$ cat config.mk
export PLATFORM = sky130hd
export DESIGN_NAME = ahb_apb_bridge
export DESIGN_NICKNAME = d
export VERILOG_FILES = /design/src/rtl/ahb_apb_bridge.sv
export SDC_FILE = /design/constraint.sdc
export NUM_CORES = 1
export LEC_CHECK = 0
export ABC_AREA = 1
export BUFFER_PORTS_ARGS = -buffer_cell sky130_fd_sc_hd__buf_2
export CORE_UTILIZATION = 52
export CTS_CLUSTER_DIAMETER = 40
export DETAILED_ROUTE_END_ITERATION = 10
export HOLD_SLACK_MARGIN = 0.03
export PLACE_DENSITY = 0.92
export SKIP_CTS_REPAIR_TIMING = 1
export SLEW_MARGIN = 20
export SYNTH_ARGS = -nofsm -noshare
export SYNTH_HDL_FRONTEND = slang
export SYNTH_SLANG_ARGS = --single-unit
$ cat constraint.sdc
create_clock -name HCLK -period 2.46 [get_ports HCLK]
set_input_delay 0.246 -clock HCLK [delete_from_list [all_inputs] [get_ports HCLK]]
set_output_delay 0.246 -clock HCLK [all_outputs]
set_load 0.01 [all_outputs]
$ cat src/rtl/ahb_apb_bridge.sv
// ---------------------------------------------------------------------------
// ahb_apb_bridge
//   AHB-Lite responder that terminates single-word AHB transfers and re-issues
//   each one as an APB3 transfer to a single downstream peripheral. Wait
//   states are inserted until the APB transfer completes. PSLVERR or an ACCESS
//   timeout is reported as the AHB two-cycle ERROR response.
//
// Ports
//   HCLK, HRESETn           bus clock, asynchronous active-low reset
//   HSEL, HADDR, HTRANS,    AHB address-phase inputs (HREADY is the muxed
//   HWRITE, HREADY          bus-wide ready)
//   HWDATA                  AHB write data (data phase)
//   HRDATA, HREADYOUT,      AHB responder outputs (registered)
//   HRESP
//   PADDR, PSEL, PENABLE,   APB requester outputs (registered)
//   PWRITE, PWDATA
//   PRDATA, PREADY, PSLVERR APB completer inputs
//
// Parameters
//   APB_AW   PADDR width, PADDR = HADDR[APB_AW-1:0]
//   TIMEOUT  max ACCESS cycles waiting for PREADY, 0 disables the timeout
//   CNT_W    timeout counter width, 2**CNT_W must exceed TIMEOUT
// ---------------------------------------------------------------------------
module ahb_apb_bridge #(
    parameter int APB_AW  = 16,
    parameter int TIMEOUT = 255,
    parameter int CNT_W   = 8
) (
    input  logic              HCLK,
    input  logic              HRESETn,
    input  logic              HSEL,
    input  logic [31:0]       HADDR,
    input  logic [1:0]        HTRANS,
    input  logic              HWRITE,
    input  logic [31:0]       HWDATA,
    input  logic              HREADY,
    output logic [31:0]       HRDATA,
    output logic              HREADYOUT,
    output logic              HRESP,
    output logic [APB_AW-1:0] PADDR,
    output logic              PSEL,
    output logic              PENABLE,
    output logic              PWRITE,
    output logic [31:0]       PWDATA,
    input  logic [31:0]       PRDATA,
    input  logic              PREADY,
    input  logic              PSLVERR
);

    typedef enum logic [2:0] {
        ST_IDLE,
        ST_LATCH,
        ST_SETUP,
        ST_ACCESS,
        ST_DONE,
        ST_ERR1,
        ST_ERR2
    } state_t;

    localparam logic [CNT_W-1:0] TIMEOUT_CNT = CNT_W'(TIMEOUT);
    localparam bit               TIMEOUT_EN  = (TIMEOUT != 0);

    state_t              state_reg, state_next;
    logic [CNT_W-1:0]    cnt_reg, cnt_next;
    logic [APB_AW-1:0]   addr_lat_reg, addr_lat_next;
    logic                write_lat_reg, write_lat_next;
    logic [31:0]         hrdata_reg, hrdata_next;
    logic                hreadyout_reg, hreadyout_next;
    logic                hresp_reg, hresp_next;
    logic [APB_AW-1:0]   paddr_reg, paddr_next;
    logic                psel_reg, psel_next;
    logic                penable_reg, penable_next;
    logic                pwrite_reg, pwrite_next;
    logic [31:0]         pwdata_reg, pwdata_next;

    logic                capture;
    logic [CNT_W-1:0]    cnt_inc;
    logic                unused_inputs;

    // Upper address bits and HTRANS[0] (SEQ vs NONSEQ) carry no meaning here.
    assign unused_inputs = ^{HADDR[31:APB_AW], HTRANS[0]};

    // HREADY qualifies the address phase: a stalled transfer on another
    // slave must not be mistaken for one of ours.
    assign capture = HSEL & HTRANS[1] & HREADY;
    assign cnt_inc = cnt_reg + 1'b1;

    always_ff @(posedge HCLK or negedge HRESETn) begin
        if (!HRESETn) begin
            state_reg     <= ST_IDLE;
            cnt_reg       <= '0;
            addr_lat_reg  <= '0;
            write_lat_reg <= 1'b0;
            hrdata_reg    <= '0;
            hreadyout_reg <= 1'b1;
            hresp_reg     <= 1'b0;
            paddr_reg     <= '0;
            psel_reg      <= 1'b0;
            penable_reg   <= 1'b0;
            pwrite_reg    <= 1'b0;
            pwdata_reg    <= '0;
        end else begin
            state_reg     <= state_next;
            cnt_reg       <= cnt_next;
            addr_lat_reg  <= addr_lat_next;
            write_lat_reg <= write_lat_next;
            hrdata_reg    <= hrdata_next;
            hreadyout_reg <= hreadyout_next;
            hresp_reg     <= hresp_next;
            paddr_reg     <= paddr_next;
            psel_reg      <= psel_next;
            penable_reg   <= penable_next;
            pwrite_reg    <= pwrite_next;
            pwdata_reg    <= pwdata_next;
        end
    end

    always_comb begin
        state_next     = state_reg;
        cnt_next       = cnt_reg;
        addr_lat_next  = addr_lat_reg;
        write_lat_next = write_lat_reg;
        hrdata_next    = hrdata_reg;
        paddr_next     = paddr_reg;
        pwrite_next    = pwrite_reg;
        pwdata_next    = pwdata_reg;

        case (state_reg)
            ST_IDLE, ST_DONE, ST_ERR2: begin
                if (capture) begin
                    state_next     = ST_LATCH;
                    addr_lat_next  = HADDR[APB_AW-1:0];
                    write_lat_next = HWRITE;
                end else begin
                    state_next = ST_IDLE;
                end
            end
            ST_LATCH: begin
                // HWDATA is valid now (AHB data phase); freeze it for APB.
                paddr_next  = addr_lat_reg;
                pwrite_next = write_lat_reg;
                if (write_lat_reg) begin
                    pwdata_next = HWDATA;
                end
                state_next = ST_SETUP;
            end
            ST_SETUP: begin
                cnt_next   = '0;
                state_next = ST_ACCESS;
            end
            ST_ACCESS: begin
                if (PREADY) begin
                    if (PSLVERR) begin
                        state_next = ST_ERR1;
                    end else begin
                        state_next = ST_DONE;
                        if (!pwrite_reg) begin
                            hrdata_next = PRDATA;
                        end
                    end
                end else begin
                    cnt_next = cnt_inc;
                    // cnt_inc equals the number of PREADY=0 ACCESS cycles so far.
                    if (TIMEOUT_EN && (cnt_inc == TIMEOUT_CNT)) begin
                        state_next = ST_ERR1;
                    end
                end
            end
            ST_ERR1: begin
                state_next = ST_ERR2;
            end
            default: begin
                state_next = ST_IDLE;
            end
        endcase

        // Outputs are a registered decode of the state being entered.
        hreadyout_next = (state_next == ST_IDLE) || (state_next == ST_DONE) ||
                         (state_next == ST_ERR2);
        hresp_next     = (state_next == ST_ERR1) || (state_next == ST_ERR2);
        psel_next      = (state_next == ST_SETUP) || (state_next == ST_ACCESS);
        penable_next   = (state_next == ST_ACCESS);
    end

    assign HRDATA    = hrdata_reg;
    assign HREADYOUT = hreadyout_reg;
    assign HRESP     = hresp_reg;
    assign PADDR     = paddr_reg;
    assign PSEL      = psel_reg;
    assign PENABLE   = penable_reg;
    assign PWRITE    = pwrite_reg;
    assign PWDATA    = pwdata_reg;

endmodule

# Word level (Yosys, flattened, before mapping)
# Cells that the tools add are included.
[totals]
out_inout_bits = 85
input_bits = 105
reg_bits = 113
[classes]
eq_ne = 13
mux = 7
n_bitwise = 4
add_sub_neg = 1
n_reduce_logical = 12
[op_table]
columns = ["operator", "count"]
rows = [
  ["3-bit equality test, second input constant", 6],
  ["8-bit case mux with 2 select lines", 1],
  ["3-bit case mux with 5 select lines", 1],
  ["3-bit by 2-bit equality test with 1-bit output, second input constant", 4],
  ["8-bit by 1-bit adder with 8-bit output, second input constant", 1],
  ["8-bit equality test, second input constant", 1],
  ["8-bit two-way mux", 1],
  ["3-bit logical NOT", 2],
  ["3-bit two-way mux", 2],
  ["2-bit AND reduction", 3],
  ["1-bit logical OR", 4],
  ["4-bit AND reduction", 1],
  ["3-bit by 1-bit equality test with 1-bit output, second input constant", 1],
  ["3-bit OR reduction", 1],
  ["1-bit bitwise AND", 2],
  ["1-bit two-way mux", 2],
  ["2-bit != test, second input constant", 1],
  ["1-bit NOT", 2],
  ["2-bit nonzero test", 1],
]

# Depth between registers and ports, before layout
[logic_depth]
word_depth = 8
mapped_depth = 12

# Least setup slack after synthesis
# Ideal clock, no wire load.
[synth_timing]
path_type = "flip-flop to flip-flop"
from = "register cnt_reg[1]"
to = "register psel_reg (netlist: PSEL)"
slack_ns = 1.024
path_buffers = 0
period_less_slack_ns = 1.436
arrival_time_ns = 1.313
path_stages_with_launch = 9
setup_ns = 0.123
path_cell_list = "dfrtp_1 > ha_1 > nand3_1 > o21ai_0 > nand2_1 > nor2_1 > nand2_1 > a21oi_2 > nor2_1"
[synth_between]
elab_chain_cells = 7
elab_cells_between_ends = 8
classes_between = "add/sub: 1; eq/ne: 3; mux: 3; reduce/logical: 1"
[synth_rtl]
columns = ["item", "line", "text"]
rows = [
  ["start, declared", "64", "logic [CNT_W-1:0] cnt_reg, cnt_next;"],
  ["start signal, assigned", "104", "cnt_reg <= cnt_next;"],
  ["8-bit by 1-bit adder with 8-bit output *", "86", "assign cnt_inc = cnt_reg + 1'b1;"],
  ["8-bit equality test *", "164", "if (TIMEOUT_EN && (cnt_inc == TIMEOUT_CNT)) begin"],
  ["3-bit two-way mux *", "164", ""],
  ["3-bit two-way mux *", "152", "if (PREADY) begin"],
  ["3-bit case mux with 5 select lines *", "128", "case (state_reg)"],
  ["3-bit by 2-bit equality test with 1-bit output", "181", "psel_next = (state_next == ST_SETUP) || (state_next == ST_ACCESS);"],
  ["1-bit logical OR *", "181", ""],
  ["via psel_next", "71", "logic psel_reg, psel_next;"],
  ["end signal, assigned", "111", "psel_reg <= psel_next;"],
  ["end, declared", "71", ""],
]
# The timed path passes the listed nets; every way through them passes the cells marked *.
# A chain may end at the register's enable or synchronous reset.

# Final worst setup path
[layout_timing]
from = "register state_reg[2]"
to = "register hresp_reg (netlist: HRESP)"
[layout_between]
elab_chain_cells = 5
elab_cells_between_ends = 14
classes_between = "eq/ne: 8; mux: 3; reduce/logical: 3"
[layout_rtl]
columns = ["item", "line", "text"]
rows = [
  ["start, declared", "63", "state_t state_reg, state_next;"],
  ["start signal, assigned", "103", "state_reg <= state_next;"],
  ["3-bit equality test or 3-bit logical NOT (tied branches)", "128", ""],
  ["3-bit OR reduction", "128", ""],
  ["3-bit case mux with 5 select lines *", "128", ""],
  ["via state_next[0]", "63", ""],
  ["3-bit equality test", "180", "hresp_next = (state_next == ST_ERR1) || (state_next == ST_ERR2);"],
  ["1-bit logical OR *", "180", ""],
  ["via hresp_next", "69", "logic hresp_reg, hresp_next;"],
  ["end signal, assigned", "109", "hresp_reg <= hresp_next;"],
  ["end, declared", "69", ""],
]
# Marks and branches as above.

==> impl_metrics.env <==
export IMPL_synth_seq_area_share=0.616
export IMPL_hold_worst_slack_ns=0.147
export IMPL_vias=3735
export IMPL_p_leak_nw=3.62
export IMPL_viasPerCell=5.10
export IMPL_dp_hpwl_um=7120
export IMPL_design_core_area_um2=8380
export IMPL_dieHeight_um=96.0
export IMPL_cts_tree="done"
export IMPL_fmax_mhz=547
export IMPL_drt_wirelength_per_cell_um=17.7
export IMPL_hold_viol=0
export IMPL_fill_cells=428
export IMPL_yosys_warnings=0
export IMPL_final_common_cell="buf_2"
export IMPL_clk_latency_ns=0.50
export IMPL_cts_root_buf="clkbuf_8"
export IMPL_numCtsBuffers=17
export IMPL_synth_largest_area_cell="dfrtp_1"
export IMPL_finalNonFillerCells=733
export IMPL_fp_dieArea_um2=9210
export IMPL_status="finished, final reports clean"
export IMPL_synth_top_cell_area_share=0.610
export IMPL_netlist_area_um2=4590
export IMPL_start_kind="register"
export IMPL_grt_usage=0.232
export IMPL_postSynthAreaPerCell_um2=13.2
export IMPL_finalCriticalPeriod_ns=1.83
export IMPL_slew_viol_final=0
export IMPL_io_buffers=172
export IMPL_vdd_drop_max_uv=719
export IMPL_die_width_um=96.0
export IMPL_place_gp_congestion=0.858
export IMPL_grt_first_pass_wirelength_um=15900
export IMPL_layout_common_cells="buf_2, dfrtp_1, dlygate4sd3_1, nand2_1, mux2_2"
export IMPL_fin_crit_sh=0.744
export IMPL_ys_ff_latch=113
export IMPL_tightest_slew_ns=0.660
export IMPL_drt_iter0_markers=153
export IMPL_clock_path_buffers=2
export IMPL_clk_transition_reported_paths_ns=0.06
export IMPL_rows=33
export IMPL_multi_input_area_um2=1600
export IMPL_rsz0062_at_grt="no"
export IMPL_fin_nets=723
export IMPL_gr_total_overflow=0
export IMPL_crit_path_end_kind="register"
export IMPL_syn_nets=455
export IMPL_cp_required_ns=2.88
export IMPL_path_max_fanout=19
export IMPL_cts_sinks=113
export IMPL_synthCells=348
export IMPL_max_cap_violations=0
export IMPL_worstPathArrival_ns=2.25
export IMPL_grt_pass1_vias=3400
export IMPL_drt_total_wl_um=13000
export IMPL_regArea_um2=2830
export IMPL_htree_levels=4
export IMPL_drc_errors=0
export IMPL_crit_type="register to register"
export IMPL_ant_nets=0
export IMPL_drive_above_1_share=0.467
export IMPL_placed_cells_incl_taps=620
export IMPL_setup_tns_ns=0
export IMPL_synth_area_leaders="dfrtp_1, mux2_4, mux2_2"
export IMPL_layout_area_overhead_vs_synth_pct=51.0
export IMPL_ios=190
export IMPL_finClkSkew_ns=0.0114
export IMPL_setup_viol=0
export IMPL_dr_pass1_iters=4
export IMPL_synth_distinct_cells=25
export IMPL_hold_path_class="input pin to register"
export IMPL_grt_max_degree=55
export IMPL_timing_slew_headroom=0.560
export IMPL_utilization=0.827
export IMPL_start_util=0.548
export IMPL_antenna_found_initial=1
export IMPL_pwr_density_cell_nw_per_um2=1240
## synthesized netlist by cell type, drive strengths merged
| cell type | instances |
|---|---|
| dfrtp | 112 |
| mux2 | 80 |
| nand2 | 75 |
| inv | 25 |
| nor2 | 16 |
| o21ai | 9 |
| buf | 7 |
| nand3 | 6 |
| o22ai | 5 |
| a21oi | 3 |
| nand4 | 3 |
| clkbuf | 2 |
| ha | 2 |
| dfstp | 1 |
| nor3 | 1 |
| o21bai | 1 |
## logic make-up after synthesis
logic type / after synthesis / share of synthesized area
buffers and inverters: 34 / 0.0351
adder cells (fa/ha/maj): 2 / 0.00545
AO/OA/AOI/OAI: 18 / 0.0223
AND/OR/NAND/NOR: 101 / 0.0948
flip-flops: 113 / 0.616
multiplexers: 80 / 0.226
## per-stage QoR
stage / worst slack (ns) / area [um2] / power, mW
finish: 0.631 / 6930 / 8.60
global route: 0.492 / 6930 / 9.04
CTS: 0.650 / 6110 / 8.42
detailed placement: 0.689 / 5560 / 6.10
global placement: 0.760 / 5560 / 5.90
floorplan: 1.02 / 4590 / 4.95
## report_power, final
part	internal [mW]	total (mW)	switching [mW]
logic	1.56	3.06	1.49
registers	2.73	3.26	0.532
clock network	1.45	2.28	0.835
## critical path, stage by stage (launching register included)
cell and delay [ns]:
dfrtp_1 0.46, nor2_2 0.09, nor2_1 0.20, nand4_4 0.37, o21ai_0 0.34, nand3_1 0.15
o21bai_1 0.15
## cell type report
type                    count  area share
well taps                 105      0.0189
multi-input cells         201       0.231
flip-flops and latches    113       0.408
repair buffers            258       0.249
clock buffers              19      0.0623
inverters                  25      0.0135
diodes                      1    0.000361
clock inverters            11      0.0168
## worst paths after layout
| check | start | end | slack (ns) | cells after the start |
|---|---|---|---|---|
| worst min register to register | PADDR[11] | PADDR[11] | 0.47 | 2 |
| min in group asynchronous | HRESETn | PWDATA[23] | 0.25 | 2 |
| max in group asynchronous | HRESETn | HRDATA[11] | 1.50 | 3 |
| worst max register to register | state_reg[2] | HRESP | 0.63 | 6 |
| worst max-delay path | state_reg[2] | HRESP | 0.63 | 6 |
| worst min-delay path | PREADY | state_reg[2] | 0.15 | 5 |
## layer usage
layer / part of all wire / GRT usage
met5: 0 / 0
met4: 0.033 / 0.0933
met3: 0.055 / 0.0608
met2: 0.55 / 0.418
met1: 0.37 / 0.260
No activity file was read; power rests on OpenSTA's default activity.
